File: src/rtl/kbd_pkg.sv
// Shared constants, FSM encoding and the round-robin helper for the
// keyboard-matrix frame transmitter.
package kbd_pkg;

    localparam int FRAME_BITS = 13;
    localparam int ID_W       = 3;
    localparam int DATA_W     = 10;
    localparam int NGROUPS    = 5;
    localparam int NKEYS      = (NGROUPS - 1) * DATA_W;

    localparam logic [ID_W-1:0] ID_JOY = 3'd4;

    typedef enum logic [2:0] {
        ST_IDLE  = 3'd0,
        ST_BIT_H = 3'd1,
        ST_BIT_L = 3'd2,
        ST_STOP  = 3'd3,
        ST_GAP   = 3'd4
    } phy_state_e;

    // First dirty group at or after (last + 1) mod NGROUPS.
    function automatic logic [ID_W-1:0] rr_pick(input logic [ID_W-1:0]    last,
                                                input logic [NGROUPS-1:0] dirty);
        logic [ID_W-1:0] g;
        logic [ID_W-1:0] pick;
        logic            found;
        g     = last;
        pick  = '0;
        found = 1'b0;
        for (int k = 0; k < NGROUPS; k++) begin
            g = (g == ID_JOY) ? '0 : g + 1'b1;
            if (!found && dirty[g]) begin
                pick  = g;
                found = 1'b1;
            end
        end
        return pick;
    endfunction

endpackage

File: src/rtl/kbd_ser_phy.sv
// Three-wire serial PHY: clock divider, link FSM and 13-bit MSB-first shifter.
// Outputs are registered from the state, so they lag the FSM by one clock.
module kbd_ser_phy
    import kbd_pkg::*;
#(
    parameter int CLK_DIV = 8,
    parameter int GAP_CYC = 16
) (
    input  logic                  clk,
    input  logic                  rst,
    input  logic                  start,
    input  logic [FRAME_BITS-1:0] frame,
    output logic                  busy,
    output logic                  sclk,
    output logic                  sdata,
    output logic                  scs
);

    localparam int              CNT_MAX  = (CLK_DIV > GAP_CYC) ? CLK_DIV : GAP_CYC;
    localparam int              CW       = $clog2(CNT_MAX + 1);
    localparam logic [CW-1:0]   DIV_LOAD = CW'(CLK_DIV - 1);
    localparam logic [CW-1:0]   GAP_LOAD = CW'(GAP_CYC - 1);
    localparam logic [3:0]      LAST_BIT = 4'(FRAME_BITS - 1);

    phy_state_e            st;
    logic [CW-1:0]         cnt;
    logic [3:0]            bit_idx;
    logic [FRAME_BITS-1:0] shreg;
    logic                  cnt_done;

    assign cnt_done = (cnt == '0);
    // The last gap clock doubles as the idle slot, so back-to-back frames
    // keep scs high for exactly GAP_CYC clocks.
    assign busy = !((st == ST_IDLE) || ((st == ST_GAP) && cnt_done));

    // NOTE: state registers use non-blocking assignments so every flop
    // samples the pre-edge values regardless of statement order.
    always_ff @(posedge clk or posedge rst) begin
        if (rst) begin
            st      <= ST_GAP;
            cnt     <= GAP_LOAD;
            bit_idx <= '0;
            shreg   <= '0;
        end else begin
            case (st)
                ST_IDLE, ST_GAP: begin
                    if (start && !busy) begin
                        st      <= ST_BIT_H;
                        cnt     <= DIV_LOAD;
                        bit_idx <= '0;
                        shreg   <= frame;
                    end else if (st == ST_GAP) begin
                        if (cnt_done) st  <= ST_IDLE;
                        else          cnt <= cnt - 1'b1;
                    end
                end
                ST_BIT_H: begin
                    if (cnt_done) begin
                        st  <= ST_BIT_L;
                        cnt <= DIV_LOAD;
                    end else begin
                        cnt <= cnt - 1'b1;
                    end
                end
                ST_BIT_L: begin
                    if (cnt_done) begin
                        cnt <= DIV_LOAD;
                        if (bit_idx == LAST_BIT) begin
                            st <= ST_STOP;
                        end else begin
                            st      <= ST_BIT_H;
                            bit_idx <= bit_idx + 1'b1;
                            shreg   <= {shreg[FRAME_BITS-2:0], 1'b0};
                        end
                    end else begin
                        cnt <= cnt - 1'b1;
                    end
                end
                ST_STOP: begin
                    if (cnt_done) begin
                        st  <= ST_GAP;
                        cnt <= GAP_LOAD;
                    end else begin
                        cnt <= cnt - 1'b1;
                    end
                end
                default: begin
                    st  <= ST_GAP;
                    cnt <= GAP_LOAD;
                end
            endcase
        end
    end

    always_ff @(posedge clk or posedge rst) begin
        if (rst) begin
            scs   <= 1'b1;
            sclk  <= 1'b1;
            sdata <= 1'b0;
        end else begin
            scs   <= (st == ST_IDLE) || (st == ST_GAP);
            sclk  <= (st != ST_BIT_L);
            sdata <= shreg[FRAME_BITS-1];
        end
    end

endmodule

File: src/rtl/kbd_frame_tx.sv
// Key-matrix / joystick state holder with dirty tracking, refresh timer and
// round-robin frame scheduling onto the serial PHY.
module kbd_frame_tx
    import kbd_pkg::*;
#(
    parameter int CLK_DIV     = 8,
    parameter int GAP_CYC     = 16,
    parameter int REFRESH_CYC = 1 << 20
) (
    input  logic       clk,
    input  logic       rst,
    input  logic       key_valid,
    input  logic [2:0] key_row,
    input  logic [2:0] key_col,
    input  logic       key_down,
    input  logic       key_clr,
    input  logic [4:0] joy,
    output logic       sclk,
    output logic       sdata,
    output logic       scs
);

    localparam int            RW      = $clog2(REFRESH_CYC);
    localparam logic [RW-1:0] REF_TOP = RW'(REFRESH_CYC - 1);

    logic [NKEYS-1:0]      pressed;
    logic [NKEYS-1:0]      pressed_clr;
    logic [NKEYS-1:0]      pressed_nxt;
    logic [NGROUPS-1:0]    dirty;
    logic [NGROUPS-1:0]    set_mask;
    logic [NGROUPS-1:0]    clr_mask;
    logic [4:0]            joy_reg;
    logic [ID_W-1:0]       last;
    logic [ID_W-1:0]       pick;
    logic [RW-1:0]         ref_cnt;
    logic                  ref_hit;
    logic                  key_hit;
    logic                  key_chg;
    logic [5:0]            key_idx;
    logic                  start;
    logic                  busy;
    logic                  take;
    logic [DATA_W-1:0]     payload;
    logic [FRAME_BITS-1:0] frame;

    assign ref_hit = (ref_cnt == REF_TOP);
    assign key_hit = key_valid && (key_col < 3'd5);
    assign key_idx = ({3'b000, key_row} << 2) + {3'b000, key_row} + {3'b000, key_col};

    // NOTE: every always_comb output gets a default first, so no path can
    // leave a value unassigned and infer a latch.
    always_comb begin
        pressed_clr = key_clr ? '0 : pressed;
        pressed_nxt = pressed_clr;
        key_chg     = 1'b0;
        set_mask    = '0;
        if (key_hit) begin
            key_chg              = (pressed_clr[key_idx] != key_down);
            pressed_nxt[key_idx] = key_down;
        end
        if (key_clr)         set_mask[3:0]         = 4'hf;
        if (key_chg)         set_mask[key_row[2:1]] = 1'b1;
        if (joy != joy_reg)  set_mask[ID_JOY]      = 1'b1;
        if (ref_hit)         set_mask              = '1;
    end

    assign pick     = rr_pick(last, dirty);
    assign start    = |dirty;
    assign take     = start && !busy;
    assign clr_mask = take ? (NGROUPS'(1) << pick) : '0;

    always_comb begin
        payload = {5'b00000, joy_reg};
        case (pick)
            3'd0:    payload = pressed[9:0];
            3'd1:    payload = pressed[19:10];
            3'd2:    payload = pressed[29:20];
            3'd3:    payload = pressed[39:30];
            default: payload = {5'b00000, joy_reg};
        endcase
    end

    assign frame = {pick, payload};

    always_ff @(posedge clk or posedge rst) begin
        if (rst) begin
            pressed <= '0;
            joy_reg <= '0;
            dirty   <= '1;
            last    <= ID_JOY;
            ref_cnt <= '0;
        end else begin
            pressed <= pressed_nxt;
            joy_reg <= joy;
            // Set is OR-ed in after the clear so a fresh update re-dirties
            // a group whose snapshot is being taken this very cycle.
            dirty   <= (dirty & ~clr_mask) | set_mask;
            if (take) last <= pick;
            ref_cnt <= ref_hit ? '0 : ref_cnt + 1'b1;
        end
    end

    kbd_ser_phy #(
        .CLK_DIV (CLK_DIV),
        .GAP_CYC (GAP_CYC)
    ) u_phy (
        .clk   (clk),
        .rst   (rst),
        .start (start),
        .frame (frame),
        .busy  (busy),
        .sclk  (sclk),
        .sdata (sdata),
        .scs   (scs)
    );

endmodule

File: config.mk
export PLATFORM = sky130hd
export DESIGN_NAME = kbd_frame_tx
export DESIGN_NICKNAME = d
export VERILOG_FILES = /design/src/rtl/kbd_pkg.sv /design/src/rtl/kbd_ser_phy.sv /design/src/rtl/kbd_frame_tx.sv
export SDC_FILE = /design/constraint.sdc
export NUM_CORES = 1
export LEC_CHECK = 0
export CAP_MARGIN = 20
export CORE_ASPECT_RATIO = 1.4
export CORE_MARGIN = 2
export CORE_UTILIZATION = 45
export DETAILED_ROUTE_END_ITERATION = 6
export GPL_ROUTABILITY_DRIVEN = 0
export PLACE_DENSITY = 0.6
export SYNTH_ARGS = -nofsm -noshare
export SYNTH_HDL_FRONTEND = slang
export SYNTH_SLANG_ARGS = --single-unit
File: constraint.sdc
create_clock -name clk -period 4.4 [get_ports clk]
set_input_delay 0.88 -clock clk [delete_from_list [all_inputs] [get_ports clk]]
set_output_delay 0.88 -clock clk [all_outputs]
set_load 0.005 [all_outputs]
# Yosys cells after proc, flatten, opt, wreduce, memory -nomap -nowiden
# Cells that the tools add are included.
dict set report totals {
  register_bits 101
  word_cells 150
  input_bits 16
  out_inout_bits 3
}
dict set report classes {
  order_cmp 10
  reduce_logical 25
  shifts 1
  n_eq_ne 25
  muxes 63
  addsub 10
  n_bitwise 4
}
# op count
set ops {}
lappend ops {{$mux W40} 2}
lappend ops {{$mux W3} 16}
lappend ops {{$bwmux W40} 1}
lappend ops {{$pmux W10 S4} 1}
lappend ops {{$mux W13} 3}
lappend ops {{$mux W5} 7}
lappend ops {{$pmux W13 S2} 1}
lappend ops {{$add A20 B1 Y20 const B} 1}
lappend ops {{$eq A20 B20 Y1 const B} 1}
lappend ops {{$lt A3 B4 Y1 const B} 5}
lappend ops {{$mux W20} 1}
lappend ops {{$mux W4} 5}
lappend ops {{$eq A3 B3 Y1 const B} 6}
lappend ops {{$add A3 B1 Y3 const B} 5}
lappend ops {{$bmux W1 S3} 5}
lappend ops {{$pmux W5 S3} 1}
lappend ops {{$mux W1} 14}
lappend ops {{$eq A3 B2 Y1 const B} 4}
lappend ops {{$pmux W3 S4} 1}
lappend ops {{$logic_and A1 B1 Y1} 9}
lappend ops {{$ne A3 B2 Y1 const B} 3}
lappend ops {{$pmux W4 S2} 1}
lappend ops {{$lt A6 B7 Y1 const B} 1}
lappend ops {{$add A5 B3 Y6} 1}
lappend ops {{33 further kinds} 43}

# Longest topological paths before layout
dict set report depth {
  depth_word 22
  mapped_depth 21
  mapped_depth_nobuf 17
}

# By module
# A second synthesis with hierarchy kept.
dict set report hier_totals {
  hier_cells 811
  hier_area_um2 7015.5
}
# module n_inst seq_area_each_um2 area_each_um2 cells_each
set by_module_without_submodules {}
lappend by_module_without_submodules {kbd_frame_tx 1 1834.3 5607.9 661}
lappend by_module_without_submodules {kbd_ser_phy 1 709.4 1407.6 150}

# Worst setup path after synthesis
# OpenSTA, ideal clock, no wires.
dict set report synth_path {
  kind {register -> register}
  start {reg last[0]}
  end {reg dirty[0]}
  path_stages_with_launch 21
  synth_period_minus_slack_ps 4572
  setup_slack_ps -172
  setup_time_ps 83
  t_arrival_ps 4488
  required_time_ps 4317
  n_path_buf 3
  cell_sequence {dfrtp_1 buf_2 inv_1 ha_1 a21o_1 ha_1 o21ai_1 a22oi_4 ha_1 or3_1 a31o_2 o22ai_4 mux2_4 and3_4 or3_1 o221ai_1 o31a_1 buf_6 buf_8 nand3b_4 a221o_1}
}
dict set report synth_between {
  elab_chain_cells 22
  elab_cells_between_ends 47
  classes_between {5 x add/sub; 5 x eq/ne; 1 x shift; 25 x mux; 3 x bitwise; 8 x reduce/logical}
}
# element line_no
set synth_lines {}
lappend synth_lines {{from (decl)} kbd_frame_tx.sv:33} ;# logic [ID_W-1:0] last;
lappend synth_lines {{from (signal assigned)} kbd_frame_tx.sv:98} ;# if (take) last <= pick;
lappend synth_lines {{$add A3 B1 Y3 / $eq A3 B3 Y1 (equally long branches)} kbd_pkg.sv:31} ;# g = (g == ID_JOY) ? '0 : g + 1'b1;
lappend synth_lines {{$mux W3 (*)} kbd_pkg.sv:31}
lappend synth_lines {{branches (longest 14 deep; another with $add A3 B1 Y3)} -}
lappend synth_lines {{$mux W3 (*)} kbd_pkg.sv:32} ;# if (!found && dirty[g]) begin
lappend synth_lines {{$shl A1 B3 Y5 (*)} kbd_frame_tx.sv:70} ;# assign clr_mask = take ? (NGROUPS'(1) << pick) : '0;
lappend synth_lines {{$mux W5 (*)} kbd_frame_tx.sv:70}
lappend synth_lines {{$not A5 Y5 (*)} kbd_frame_tx.sv:97} ;# dirty <= (dirty & ~clr_mask) | set_mask;
lappend synth_lines {{$and A5 B5 Y5 (*)} kbd_frame_tx.sv:97}
lappend synth_lines {{$or A5 B5 Y5 (*)} kbd_frame_tx.sv:97}
lappend synth_lines {{to (signal assigned)} kbd_frame_tx.sv:97}
lappend synth_lines {{to (decl)} kbd_frame_tx.sv:29} ;# logic [NGROUPS-1:0] dirty;
# Every way passes the cells marked *. The select of a mux whose other input is x is not followed.
# A chain may end at the register's enable or synchronous reset.

# Worst setup path after layout
dict set report layout_path {
  start {reg last[0]}
  end {reg u_phy.shreg[6]}
}
dict set report layout_between {
  elab_chain_cells 21
  elab_cells_between_ends 49
  classes_between {5 x add/sub; 8 x eq/ne; 27 x mux; 9 x reduce/logical}
}
# element line_no
set layout_lines {}
lappend layout_lines {{$add A3 B1 Y3 / $eq A3 B3 Y1 (equally long branches)} kbd_pkg.sv:31}
lappend layout_lines {{$mux W3 (*)} kbd_pkg.sv:31}
lappend layout_lines {{branches (longest 14 deep; another with $add A3 B1 Y3)} -}
lappend layout_lines {{$mux W3 (*)} kbd_pkg.sv:32}
lappend layout_lines {{$eq A3 B2 Y1 (tied with other cells)} kbd_frame_tx.sv:74} ;# case (pick)
lappend layout_lines {{$pmux W10 S4 (*)} kbd_frame_tx.sv:74}
lappend layout_lines {{$mux W13 (*)} kbd_ser_phy.sv:47} ;# if (start && !busy) begin
lappend layout_lines {{$pmux W13 S2 (*)} kbd_ser_phy.sv:45} ;# case (st)
lappend layout_lines {{to (signal assigned)} kbd_ser_phy.sv:51} ;# shreg <= frame;
lappend layout_lines {{to (signal assigned)} kbd_ser_phy.sv:73} ;# shreg <= {shreg[FRAME_BITS-2:0], 1'b0};
lappend layout_lines {{to (decl)} kbd_ser_phy.sv:28} ;# logic [FRAME_BITS-1:0] shreg;
# Marks and branches as above.

==> impl_results.md <==
- Outcome: finished clean
- Top reg by flops: pressed
- Synth area leaders: dfrtp_1 (33%), mux2i_1 (6.2%), dfstp_2 (5.2%), nand2_1 (4.9%), o21ai_0 (4.2%)
- Post-DP Area: 0.00718 mm²
- DRT Pass-1 Iters: 5
- Dpl hpwl: roughly 13000 µm
- Max reg flops: 40
- TNS Setup: 0 ns
- Async SR Flop Fraction: 100%
- Top flop regs: pressed (40), ref_cnt (20), u_phy.shreg (13)
- Crit path required time: 4.67 ns
- Vias in the first global route: 5637
- Placed cell count: 948
- PortBufs: 18
- Final Power: between 2 and 2.5 mW
- Worst Reg-to-Reg Cells: 18
- Hold path start: u_phy.shreg[12]
- Avg Inst Size Synth: between 8 and 9 µm²
- Clock tree root driver cell: clkbuf_16
- Leading area contributor after synthesis: dfrtp_1
- Reg-to-Reg Start: last[0]
- Routed len/inst: about 18 µm
- Fin area: 0.00761 mm²
- Clock transition at path regs: 0.08 ns
- Synth warnings: 0
- Fmax: between 200 and 250 MHz
- Leak Pwr: 3.26 nW
- Multi-input logic area: 0.00386 mm²
- Post-synthesis net count: 776
- Register area: 0.00254 mm²
- CP max-delay cell: or3_1
- Critical Path AT: about 4.5 ns
- TritonCTS clock tree: done
- Area Overhead vs Synth: 15.1%
- Die Footprint: ~0.016 mm²
- Sw frac: 31.6%
- Worst Hold Endpoint: u_phy.sdata
- Clk_skew: 0.00854 ns
- Reg power frac: 40.3%
- Rows: 52
- Share of layout cells above drive strength 1: roughly 16%
- Worst-case hold slack: 0.431 ns
- Hold crit path type: reg -> reg
- Synth Cell Area: 0.00662 mm²
- Synth top area share: approximately a third
- Largest net degree at the start of global routing: a little over 80
- Max Cap Viol: 0
- Unrepaired setup endpoints after global routing: false
- Initial DRC Count: 379
- CP cell instances: inv_1 -> ha_4 -> a21o_1 -> ha_4 -> o21ai_2 -> a22oi_4 -> ha_2 -> or3_1 -> a31o_2 -> o22ai_4 -> mux2_4 -> and3_4 -> or3_1 -> o221ai_2 -> o31a_1 -> buf_12 -> mux2_2 -> o21ai_0
- Via count: 5706
- Filler cells: about 1400
- R2R Setup Slk: 0.14 ns
- Vias per cell: 5.87
- Critical path class: reg -> reg
- Rel. slew slack: between 40% and 50%
- Internal Power: 1.61 mW
- Hold Path Depth: 0
- First-pass GRT wire length: 28400 µm
- PnR worst setup slack: 0.143 ns
- Dpl ws: -0.271 ns
- EDFF count, synth: 0
- GRT overflow: 0
- Post-synthesis sequential area ratio: 38.5%
- Worst setup EP type: register
- Core Util, Final: 52.7%
- Worst r2r dst: u_phy.shreg[6]
- Ports: 19
- Crit path launch type: register
- Finish-stage setup viols: 0
- P_sw: 0.742 mW
- Die X: 106 µm
- CTS Buffer Depth: 2
- All-Layer GR Usage: 22.4%
- Flops & latches, synth: 101
- Pwr per Cell Area: about 310 mW/mm²
- DRC Markers: 0
- Largest stage delay, worst path: 0.40 ns
- Pins Over Slew Limit: 0
- Slew @ Worst Pin: approximately 0.9 ns
- CP Max Fanout: 17
- Gate power share: roughly 27%
- Drt total wl: 17200 µm
- Post-Synthesis Cells: roughly 740
- Non-Filler Instances: 972
- # H-tree levels: 3
- Antenna Cells: 0
- Clock Sinks: a little over 100
- Clk_lat worst skew: 0.35 ns
- Core ar.: 0.0144 mm²
- Count leader, synth: dfrtp_1
- Bufs and invs on worst path: 2
- Post-layout min period: 4.26 ns
- Initial antenna violation count: 0
- List of most frequent post-synthesis cells: dfrtp_1 (88), nand2_1 (86), nor2_1 (72), o21ai_0 (56), mux2i_1 (41)
- Initial core utilization: 45.8%
- Die Ht: about 150 µm
- CTS Hold Bufs: 0
- VDD IR max: between 0.15 and 0.2 mV
- Clock power frac: between 30% and 40%
- Final net count: 813
- Cts bufs inserted: 9
- Post-synth top flop: dfrtp_1
- Critical path's top delay family: compound AO/OA/AOI/OAI gates
- Netlist cell types: 79
- Period utilization: 96.7%
- Final ANT Viol Nets: 0
- Hold Vio Cnt, Final: 0
[routing by layer]
metal | track usage, % | up-vias | routed length, µm
met1 | 28.5 | 2757 | 7250
met5 | 0 | - | 0
li1 | - | 2733 | -
met3 | 2.78 | 58 | 627
met4 | 11.8 | 0 | 824
met2 | 37.3 | 158 | 8540
[layout by cell type (no fill, tap or decap), types with 4 or more instances in the layout]
cell             instances
a211oi_1                 4
a21o_1                   4
a21oi_1                 30
a31oi_1                 13
and2_1                   4
and3_1                  12
buf_4                   40
clkbuf_16                9
clkdlybuf4s50_1         18
dfrtp_1                 88
dfstp_2                 13
ha_1                    14
inv_1                   26
mux2_2                  10
mux2i_1                 40
mux4_2                   4
nand2_1                 86
nand2b_1                12
nand3_1                 39
nand3b_1                 4
nand4_1                  5
nor2_1                  71
nor2b_1                 19
nor3_1                  12
o21ai_0                 56
o221ai_1                 5
or3_1                    9
or4_1                    5
xnor2_1                 17
xor2_1                  15
[repair_timing]
action,CTS,global route
endpoints found under the setup margin,2,16
resized for setup,1,14
pin swaps,0,6
setup buffers,2,5
[worst max path at each step]
stage                     startpoint        endpoint  slack, ns  depth (start not counted)
final                        last[0]  u_phy.shreg[6]       0.14                         18
after detailed placement  key_row[0]        dirty[3]      -0.27                         14
after global placement    key_row[0]        dirty[2]      -0.18                         14
after CTS                    last[0]  u_phy.shreg[6]      0.001                         17
after global routing         last[1]  u_phy.shreg[0]       0.01                         18
after floorplan              last[0]        dirty[0]       0.02                         19
[power by group through the flow]
stage,clock (mW),combinational [mW],sequential (mW)
floorplan,0,0.408,0.963
global route,0.828,0.681,0.949
detailed placement,0,0.584,0.965
global placement,0,0.575,0.965
finish,0.770,0.634,0.948
CTS,0.792,0.598,0.947
[cells by family after synthesis]
family	Yosys count	share of synthesized area (%)
AOI/OAI and AO/OA	167	17.1
xor gates and xnor gates	32	4.24
adders and majority gates	19	3.82
buffers and inverters	65	4.33
DFF	101	38.5
muxes	56	9.49
and+or+nand+nor	301	22.5
[worst reg2reg max path: cells and delay by family (launching register included)]
kind | cells | cell delay (ns)
and+or+nand+nor | 3 | 0.93
adders and majority gates | 3 | 0.54
muxes | 2 | 0.74
DFF | 1 | 0.34
buffers and inverters | 2 | 0.23
AOI/OAI and AO/OA | 8 | 1.40
[cell type report]
class                      instances  area share (%)
clock buffer                       9            2.96
inverter                          28            1.41
tap                              189            3.11
sequential                       101            33.4
clock inverter                     7           0.740
timing repair buffer              63            7.61
multi-input combinational        575            50.8
Note: power is estimated with default switching activity, not from simulation.
